`config.mk`:
```
export PLATFORM = sky130hd
export DESIGN_NAME = noc_packet_injector_flat
export DESIGN_NICKNAME = d
export VERILOG_FILES = /design/src/rtl/noc_pkg.sv /design/src/rtl/noc_packet_injector_if.sv /design/src/rtl/noc_packet_injector.sv /design/src/flat_wrapper.sv
export SDC_FILE = /design/constraint.sdc
export NUM_CORES = 1
export LEC_CHECK = 0
export BUFFER_PORTS_ARGS = -buffer_cell sky130_fd_sc_hd__buf_2
export CORE_MARGIN = 2
export CORE_UTILIZATION = 51
export CTS_CLUSTER_SIZE = 16
export DETAILED_ROUTE_END_ITERATION = 10
export PLACE_DENSITY = 0.83
export SLEW_MARGIN = 20
export SYNTH_ARGS = -nofsm -noshare
export SYNTH_HDL_FRONTEND = slang
export SYNTH_SLANG_ARGS = --single-unit
```
`constraint.sdc`:
```
create_clock -name clk -period 2.4 [get_ports clk]
set_input_delay 0.48 -clock clk [delete_from_list [all_inputs] [get_ports clk]]
set_output_delay 0.48 -clock clk [all_outputs]
set_load 0.01 [all_outputs]
```
`src/rtl/noc_pkg.sv`:
```
// Shared NoC flit definitions: field map, packet types and flit packing.
// Used by the packet injector and the mesh router.
package noc_pkg;

   localparam int ADDR_MSB = 12;
   localparam int TYPE_MSB = 10;
   localparam int PAY_MSB  = 8;
   localparam int EOP_BIT  = 0;

   typedef enum logic [1:0] {
      PKT_REQ  = 2'b00,
      PKT_RESP = 2'b01,
      PKT_DATA = 2'b10,
      PKT_RSVD = 2'b11
   } pkt_type_e;

   typedef struct packed {
      logic [1:0] addr;
      pkt_type_e  typ;
      logic [7:0] payload;
      logic       eop;
   } flit_t;

   function automatic flit_t pack_flit(
      input logic [1:0] addr,
      input pkt_type_e  typ,
      input logic [7:0] pay,
      input logic       eop
   );
      flit_t f;
      f.addr    = addr;
      f.typ     = typ;
      f.payload = pay;
      f.eop     = eop;
      return f;
   endfunction

endpackage

```
`src/rtl/noc_packet_injector_if.sv`:
```
// Command, payload and flit handshake bundle of the packet injector.
// master = traffic source / flit sink side, slave = injector.
interface noc_packet_injector_if #(
   parameter int LenWidth  = 3,
   parameter int DataWidth = 13
);
   logic                 cmd_valid;
   logic                 cmd_ready;
   logic [1:0]           cmd_addr;
   logic [1:0]           cmd_type;
   logic [LenWidth-1:0]  cmd_len;
   logic                 pay_valid;
   logic                 pay_ready;
   logic [7:0]           pay_data;
   logic                 flit_valid;
   logic [DataWidth-1:0] flit_data;
   logic                 flit_ready;

   modport master (
      output cmd_valid, cmd_addr, cmd_type, cmd_len,
      output pay_valid, pay_data, flit_ready,
      input  cmd_ready, pay_ready, flit_valid, flit_data
   );

   modport slave (
      input  cmd_valid, cmd_addr, cmd_type, cmd_len,
      input  pay_valid, pay_data, flit_ready,
      output cmd_ready, pay_ready, flit_valid, flit_data
   );
endinterface

```
`src/rtl/noc_packet_injector.sv`:
```
// Source-side NoC transmitter: turns a packet command plus a byte
// stream into 13-bit flits, eop on the last flit of each packet.
module noc_packet_injector
   import noc_pkg::*;
#(
   parameter int DataWidth = 13,
   parameter int LenWidth  = 3,
   parameter int CntWidth  = 16
) (
   input  logic                clk,
   input  logic                rst_n,
   noc_packet_injector_if.slave bus,
   output logic                busy,
   output logic                pkt_done,
   output logic                err_reserved,
   output logic [CntWidth-1:0] flit_count
);

   localparam logic [1:0] S_IDLE = 2'd0;
   localparam logic [1:0] S_LOAD = 2'd1;
   localparam logic [1:0] S_SEND = 2'd2;

   logic [1:0]          r_state;
   logic [1:0]          r_addr;
   pkt_type_e           r_type;
   logic [LenWidth-1:0] r_rem;
   flit_t               r_flit;
   logic                r_fv;
   logic                r_done;
   logic                r_err;
   logic [CntWidth-1:0] r_cnt;

   logic                w_cmd_acc;
   logic                w_pay_acc;
   logic                w_flit_acc;
   logic                w_eop;
   logic                w_last;
   flit_t               w_next;
   logic [LenWidth-1:0] w_rem_nxt;

   assign w_eop      = r_flit[EOP_BIT];
   assign w_last     = (r_rem == '0);
   assign w_cmd_acc  = bus.cmd_valid && bus.cmd_ready;
   assign w_pay_acc  = bus.pay_valid && bus.pay_ready;
   assign w_flit_acc = r_fv && bus.flit_ready;
   // r_rem counts flits still to load after the next one; it stops at 0
   assign w_rem_nxt  = w_last ? r_rem : r_rem - LenWidth'(1);
   assign w_next     = pack_flit(r_addr, r_type, bus.pay_data, w_last);

   assign bus.cmd_ready  = (r_state == S_IDLE);
   assign bus.pay_ready  = (r_state == S_LOAD) ||
                           ((r_state == S_SEND) && bus.flit_ready && !w_eop);
   assign bus.flit_valid = r_fv;
   assign bus.flit_data  = r_flit;
   assign busy           = (r_state != S_IDLE);
   assign pkt_done       = r_done;
   assign err_reserved   = r_err;
   assign flit_count     = r_cnt;

   // packet FSM, flit register, status pulses and accepted-flit counter
   always_ff @(posedge clk or negedge rst_n) begin
      if (!rst_n) begin
         r_state <= S_IDLE;
         r_addr  <= '0;
         r_type  <= PKT_REQ;
         r_rem   <= '0;
         r_flit  <= '0;
         r_fv    <= 1'b0;
         r_done  <= 1'b0;
         r_err   <= 1'b0;
         r_cnt   <= '0;
      end else begin
         r_done <= 1'b0;
         r_err  <= 1'b0;
         if (w_flit_acc) r_cnt <= r_cnt + CntWidth'(1);
         unique case (1'b1)
            (r_state == S_IDLE): begin
               if (w_cmd_acc) begin
                  if (pkt_type_e'(bus.cmd_type) == PKT_RSVD) begin
                     r_err <= 1'b1;
                  end else begin
                     r_addr  <= bus.cmd_addr;
                     r_type  <= pkt_type_e'(bus.cmd_type);
                     r_rem   <= bus.cmd_len;
                     r_state <= S_LOAD;
                  end
               end
            end
            (r_state == S_LOAD): begin
               if (w_pay_acc) begin
                  r_flit  <= w_next;
                  r_rem   <= w_rem_nxt;
                  r_fv    <= 1'b1;
                  r_state <= S_SEND;
               end
            end
            (r_state == S_SEND): begin
               if (w_flit_acc) begin
                  if (w_eop) begin
                     r_done  <= 1'b1;
                     r_fv    <= 1'b0;
                     r_state <= S_IDLE;
                  end else if (w_pay_acc) begin
                     r_flit <= w_next;
                     r_rem  <= w_rem_nxt;
                  end else begin
                     r_fv    <= 1'b0;
                     r_state <= S_LOAD;
                  end
               end
            end
            default: begin
               r_fv    <= 1'b0;
               r_state <= S_IDLE;
            end
         endcase
      end
   end

endmodule
```
`src/flat_wrapper.sv`:
```
// flat-port wrapper written by rule: the top's interface ports become plain ports
module noc_packet_injector_flat import noc_pkg::*;
#(
   parameter int DataWidth = 13,
   parameter int LenWidth  = 3,
   parameter int CntWidth  = 16
)
  (clk, rst_n, busy, pkt_done, err_reserved, flit_count, bus_cmd_valid, bus_cmd_addr, bus_cmd_type, bus_cmd_len, bus_pay_valid, bus_pay_data, bus_flit_ready, bus_cmd_ready, bus_pay_ready, bus_flit_valid, bus_flit_data);
  noc_packet_injector_if #(.LenWidth(LenWidth), .DataWidth(DataWidth)) bus_i ();
  input  logic clk;
  input  logic rst_n;
  output logic busy;
  output logic pkt_done;
  output logic err_reserved;
  output logic [CntWidth-1:0] flit_count;
  input wire logic [$bits(bus_i.cmd_valid)-1:0] bus_cmd_valid;
  input wire logic [$bits(bus_i.cmd_addr)-1:0] bus_cmd_addr;
  input wire logic [$bits(bus_i.cmd_type)-1:0] bus_cmd_type;
  input wire logic [$bits(bus_i.cmd_len)-1:0] bus_cmd_len;
  input wire logic [$bits(bus_i.pay_valid)-1:0] bus_pay_valid;
  input wire logic [$bits(bus_i.pay_data)-1:0] bus_pay_data;
  input wire logic [$bits(bus_i.flit_ready)-1:0] bus_flit_ready;
  output wire logic [$bits(bus_i.cmd_ready)-1:0] bus_cmd_ready;
  output wire logic [$bits(bus_i.pay_ready)-1:0] bus_pay_ready;
  output wire logic [$bits(bus_i.flit_valid)-1:0] bus_flit_valid;
  output wire logic [$bits(bus_i.flit_data)-1:0] bus_flit_data;
  assign bus_i.cmd_valid = bus_cmd_valid;
  assign bus_i.cmd_addr = bus_cmd_addr;
  assign bus_i.cmd_type = bus_cmd_type;
  assign bus_i.cmd_len = bus_cmd_len;
  assign bus_i.pay_valid = bus_pay_valid;
  assign bus_i.pay_data = bus_pay_data;
  assign bus_i.flit_ready = bus_flit_ready;
  assign bus_cmd_ready = bus_i.cmd_ready;
  assign bus_pay_ready = bus_i.pay_ready;
  assign bus_flit_valid = bus_i.flit_valid;
  assign bus_flit_data = bus_i.flit_data;
  noc_packet_injector #(.DataWidth(DataWidth), .LenWidth(LenWidth), .CntWidth(CntWidth)) u_core (.clk(clk), .rst_n(rst_n), .bus(bus_i), .busy(busy), .pkt_done(pkt_done), .err_reserved(err_reserved), .flit_count(flit_count));
endmodule
```
# Word-level counts from Yosys, hierarchy flattened
# Cells that the tools add are included.
[op_classes]
muxes = 30
add_sub_neg = 2
n_reduce_logical = 18
bitwise_logic = 2
n_eq_ne = 10
[op_table]
columns = ["op", "count"]
rows = [
  ["2-to-1 mux 13 bit", 4],
  ["one-hot mux 13 bit (2 select lines)", 1],
  ["2-to-1 mux 3 bit", 6],
  ["adder 16 x 1 -> 16 bit (second input constant)", 1],
  ["AND reduction 5 bit", 3],
  ["2-to-1 mux 2 bit", 6],
  ["2-to-1 mux 1 bit", 10],
  ["one-hot mux 3 bit (3 select lines)", 1],
  ["inequality test 2 x 1 -> 1 bit (second input constant)", 3],
  ["inequality test 2 bit (second input constant)", 3],
  ["one-hot mux 2 bit (3 select lines)", 1],
  ["AND reduction 3 bit", 2],
  ["logical AND 1 bit", 5],
  ["equality test 2 bit (second input constant)", 2],
  ["AND reduction 4 bit", 1],
  ["nonzero test 2 bit", 2],
  ["zero test 3 bit", 1],
  ["inequality test 3 x 2 -> 1 bit (second input constant)", 1],
  ["one-hot mux 1 bit (3 select lines)", 1],
  ["nonzero test 3 bit", 1],
  ["subtractor 3 x 1 -> 3 bit (second input constant)", 1],
  ["equality test 2 x 1 -> 1 bit (second input constant)", 1],
  ["zero test 2 bit", 1],
  ["NOT 1 bit", 2],
  ["other kinds (2)", 2],
]
[totals]
input_bits = 20
output_inout_bits = 35
regBits = 41
word_cells = 74

# Depth between registers and ports, before layout
[depth]
depth_word = 9
depth_mapped = 7
ltp_nobuf = 6

# Worst setup path after synthesis
# Ideal clock, no wire load.
[synth_timing]
path_type = "register -> register"
start = "reg u_core.r_state[0]"
end = "reg u_core.r_flit (netlist bit u_core.bus.flit_data[1])"
setup_time_ps = 125
synth_period_minus_slack_ps = 1858
required_ps = 2275
path_stages_with_launch = 8
path_slack_ps = 542
t_arrival_ps = 1733
path_buffers = 1
path_cell_list = "dfrtp_1 -> inv_1 -> ha_1 -> and3b_1 -> o21ai_1 -> a21oi_2 -> buf_6 -> mux2_2"
[synth_between]
elab_chain_cells = 7
word_cells_on_any_way = 13
cone_classes = "eq/ne: 6; mux: 1; reduce/logical: 6"
[synth_rtl]
columns = ["element", "line", "rtl"]
rows = [
  ["start, declared", "noc_packet_injector.sv:23", "logic [1:0] r_state;"],
  ["start signal, assigned", "noc_packet_injector.sv:63", "r_state <= S_IDLE;"],
  ["start signal, assigned", "noc_packet_injector.sv:85", "r_state <= S_LOAD;"],
  ["start signal, assigned", "noc_packet_injector.sv:94", "r_state <= S_SEND;"],
  ["equality test 2 bit", "noc_packet_injector.sv:52, noc_packet_injector.sv:97", ""],
  ["logical AND 1 bit (2 in a row)", "noc_packet_injector.sv:52", "((r_state == S_SEND) && bus.flit_ready && !w_eop);"],
  ["logical OR 1 bit", "noc_packet_injector.sv:51", "assign bus.pay_ready = (r_state == S_LOAD) ||"],
  ["logical AND 1 bit", "noc_packet_injector.sv:44", "assign w_pay_acc = bus.pay_valid && bus.pay_ready;"],
  ["inequality test 2 x 1 -> 1 bit (no line)", "--", ""],
  ["AND reduction 5 bit (no line)", "--", ""],
  ["end signal, assigned", "noc_packet_injector.sv:91", "r_flit <= w_next;"],
  ["end signal, assigned", "noc_packet_injector.sv:104", "r_flit <= w_next;"],
  ["end, declared", "noc_packet_injector.sv:27", "flit_t r_flit;"],
]
# Parallel ways exist; a longest one is shown, timed or not.
# A chain may end at the register's enable or synchronous reset.

# Worst setup path in the final report
[layout_timing]
start = "reg u_core.r_state[0]"
end = "out bus_pay_ready"
[layout_between]
elab_chain_cells = 4
word_cells_on_any_way = 5
cone_classes = "eq/ne: 2; reduce/logical: 3"
[layout_rtl]
columns = ["element", "line", "rtl"]
rows = [
  ["equality test 2 bit", "noc_packet_injector.sv:52", ""],
  ["logical AND 1 bit (2 in a row)", "noc_packet_injector.sv:52", ""],
  ["logical OR 1 bit (*)", "noc_packet_injector.sv:51", ""],
  ["end, declared", "flat_wrapper.sv:24", "output wire logic [$bits(bus_i.pay_ready)-1:0] bus_pay_ready;"],
]
# Every way passes the cells marked *; elsewhere a longest branch is shown, timed or not.

==> results.yml <==
outcome:
  status: "completed"
clock_network:
  cts_resized: 0
  clock_latency_ps: 290
  cts_setup_buffers: 0
  numClockSinks: 41
  h-tree-depth: 2
  root_buffer: "clkbuf_8"
  path_clk_slew_ps: 80
  tritoncts: "yes"
  ctsHoldBuffers: 0
  clockBufferDepth: 2
  numCtsBuffers: 5
route:
  dr.first_iter.drc_count: 57
  viasPerCell: 5.19
  vias: 1423
  drtAntennaViolNets: 0
  wl_per_cell_um: 12.8
  drc_errors: 0
  met3RoutedLength_um: 216
  highest_layer: "met4"
  drt_first_pass_iters: 3
  routed-wl-met2_mm: 1.60
  routed_wl_mm: 3.51
  drt-met1-wl_mm: 1.66
cells_and_area:
  layout_common_cells: "buf_2 (54), dfrtp_1 (41), mux2_2 (17)"
  diodes: 0
  nets: 252
  final_common_cell: "buf_2"
  drive_gt1_share_pct: 37.6
  syn2layout_area_growth_pct: 23.9
run:
  drv_cap: 0
global_routing:
  grt_max_degree: 42
  grt_pass1_vias: 1335
  grt_pass1_wl_mm: 5.83
  track_usage_pct: 17.9
  antenna_found_initial: 0
  grt_remaining_overflow: 0
synthesis:
  avgSynthCellArea_sq_um: 11.6
  ys_ff_latch: 41
  synthesis.area_sq_um: 1910
  syn_inst: 165
  yosysWarnings: 0
  ys_types: 34
  yosysSeqAreaShare_pct: 53.7
  synth_nets: 192
power_and_ir_drop:
  power.share.clock_pct: 21.9
  p_leak_nw: 1.23
  swShare_pct: 34.6
  p_switching_w: 0.00105
  internal_power_w: 0.00198
  seq_power_share_pct: 35.8
  comb_power_share_pct: 42.3
  power.density_nw_per_um2: 1280
  vdd.ir_drop.worst_v: 0.000585
  power_w: 0.00303
critical_path:
  path_class: "flip-flop to output pin"
  worst_ep_required_time_ps: 1920
  cpPeakStageDelay_ps: 390
  worst-path-buf-inv: 2
  critPathMaxFanout: 9
  cp_top_family: "simple AND/OR/NAND/NOR gates"
  startpoint_type: "flip-flop"
  cp_data_arrival_time_ps: 1720
  cpMaxStageDelayCell: "dfrtp_1"
  crit_chain: "inv_1, ha_1, and3b_1, or2_2, buf_2"
  end_kind: "output pin"
die:
  rows: 22
  die_w_um: 65.2
  die_y_um: 65.2
  die_area_sq_um: 4250
  initial_core_util_pct: 52.6
  fp.coreArea_sq_um: 3630
  io_pins: 55
placement:
  dp_hpwl_mm: 2.63
  gp_congestion: 0.749
  port_buffers: 54
worst_hold_path:
  worstHoldPathType: "input port to asynchronous set/reset pin"
timing:
  min_period_over_period_pct: 91.8
  slew_violations: 0
  finalSetupTns_ps: 0
  hold_viol: 0
  setup_viol: 0
  relSlewSlack_pct: 41.6
  fin_skew_ps: 4.56
  fmax_mhz: 454
  tightest_slew_ps: 876
  rsz0062_at_grt: "no"
  period_minus_slack_ps: 2200
  holdWs_ps: 297
## power groups by stage
stage | sequential [W] | combinational [W] | clock, W
6_report | 0.00109 | 0.00128 | 0.000664
5_1_grt | 0.00112 | 0.00142 | 0.000717
4_1_cts | 0.00109 | 0.00130 | 0.000678
3_5_place_dp | 0.00110 | 0.00129 | 0
3_3_place_gp | 0.00109 | 0.00125 | 0
2_1_floorplan | 0.00115 | 0.000872 | 0
## through the flow
step                      setup slack (ps)  instance area, sq um  util [%]  std cells
after floorplan                        542                  1910         -        165
after global placement                 470                  2230      61.4        266
after detailed placement               381                  2230      61.4        266
after CTS                              189                  2370      65.2        274
after global routing                  86.5                  2370      65.2        274
final                                  196                  2370      65.2        274
## worst paths after layout
kind / startpoint / cells after the start / slack (ps) / end
max: u_core.r_state[0] / 5 / 200 / bus_pay_ready
min: rst_n / 1 / 300 / u_core.flit_count[15]
max reg2reg: u_core.r_state[0] / 7 / 380 / u_core.bus.flit_data[5]
min reg2reg: u_core.flit_count[15] / 1 / 470 / u_core.flit_count[15]
max in group asynchronous: rst_n / 1 / 1550 / u_core.flit_count[6]
min in group clk: bus_pay_data[2] / 2 / 420 / u_core.bus.flit_data[3]
## worst register-to-register path, cell delays in order (launching register included)
cell and delay [ps]:
dfrtp_1 410, inv_1 90, ha_1 330, and3b_1 270, o21ai_1 90, a21oi_2 130
buf_4 210, mux2_2 360
## area by class of cell
cell class / count / area (sq um)
Tap cell: 48 / 60.1
Inverter: 9 / 33.8
Sequential cell: 41 / 1030
Clock buffer: 5 / 68.8
Clock inverter: 3 / 68.8
Multi-Input combinational cell: 113 / 832
Fill cell: 316 / 1270
Timing Repair Buffer: 55 / 278
## flip-flops by register name, summed over array words and instances, names as in the netlist, 2 cells and up
name and count:
u_core.r_state 2, u_core.r_type 2, u_core.bus.flit_data 12, u_core.r_addr 2, u_core.r_rem 3, u_core.flit_count 16
## layer usage
layer	track usage (%)	vias up
li1	-	693
met1	23.1	685
met2	29.1	41
met3	5.82	4
met4	4.69	0
met5	0	-
## cell usage after synthesis
| library cell | instances | area share (%) |
|---|---|---|
| a211o_1 | 1 | 0.46 |
| a21bo_2 | 1 | 0.52 |
| a21oi_1 | 2 | 0.52 |
| a21oi_2 | 1 | 0.46 |
| a221oi_2 | 1 | 0.79 |
| a31oi_1 | 1 | 0.33 |
| and2_1 | 1 | 0.33 |
| and3_1 | 5 | 1.6 |
| and3b_1 | 1 | 0.46 |
| and4_1 | 1 | 0.46 |
| buf_4 | 1 | 0.39 |
| buf_6 | 1 | 0.59 |
| dfrtp_1 | 41 | 54 |
| ha_1 | 7 | 4.6 |
| inv_1 | 9 | 1.8 |
| mux2_2 | 17 | 10 |
| mux2i_1 | 1 | 0.52 |
| nand2_1 | 12 | 2.4 |
| nand2b_1 | 3 | 0.98 |
| nand3_1 | 9 | 2.4 |
| nand3b_1 | 1 | 0.39 |
| nand4_1 | 4 | 1.3 |
| nor2_1 | 10 | 2.0 |
| nor2b_1 | 1 | 0.33 |
| nor3_1 | 4 | 1.0 |
| nor4_1 | 2 | 0.65 |
| o211a_1 | 1 | 0.52 |
| o211ai_1 | 4 | 1.6 |
| o21a_1 | 1 | 0.39 |
| o21ai_0 | 3 | 0.79 |
| o21ai_1 | 1 | 0.26 |
| or2_2 | 2 | 0.65 |
| xnor2_1 | 8 | 3.7 |
| xor2_1 | 7 | 3.2 |
## cell families after synthesis
logic type / Yosys count / share of synthesized area (%)
XOR/XNOR: 15 / 6.88
AO/OA/AOI/OAI: 17 / 6.61
multiplexers: 18 / 10.5
adder cells (fa/ha/maj): 7 / 4.58
buffers and inverters: 11 / 2.75
flip-flops: 41 / 53.7
AND/OR/NAND/NOR: 56 / 14.9
Note: power is estimated with default switching activity, not from simulation.
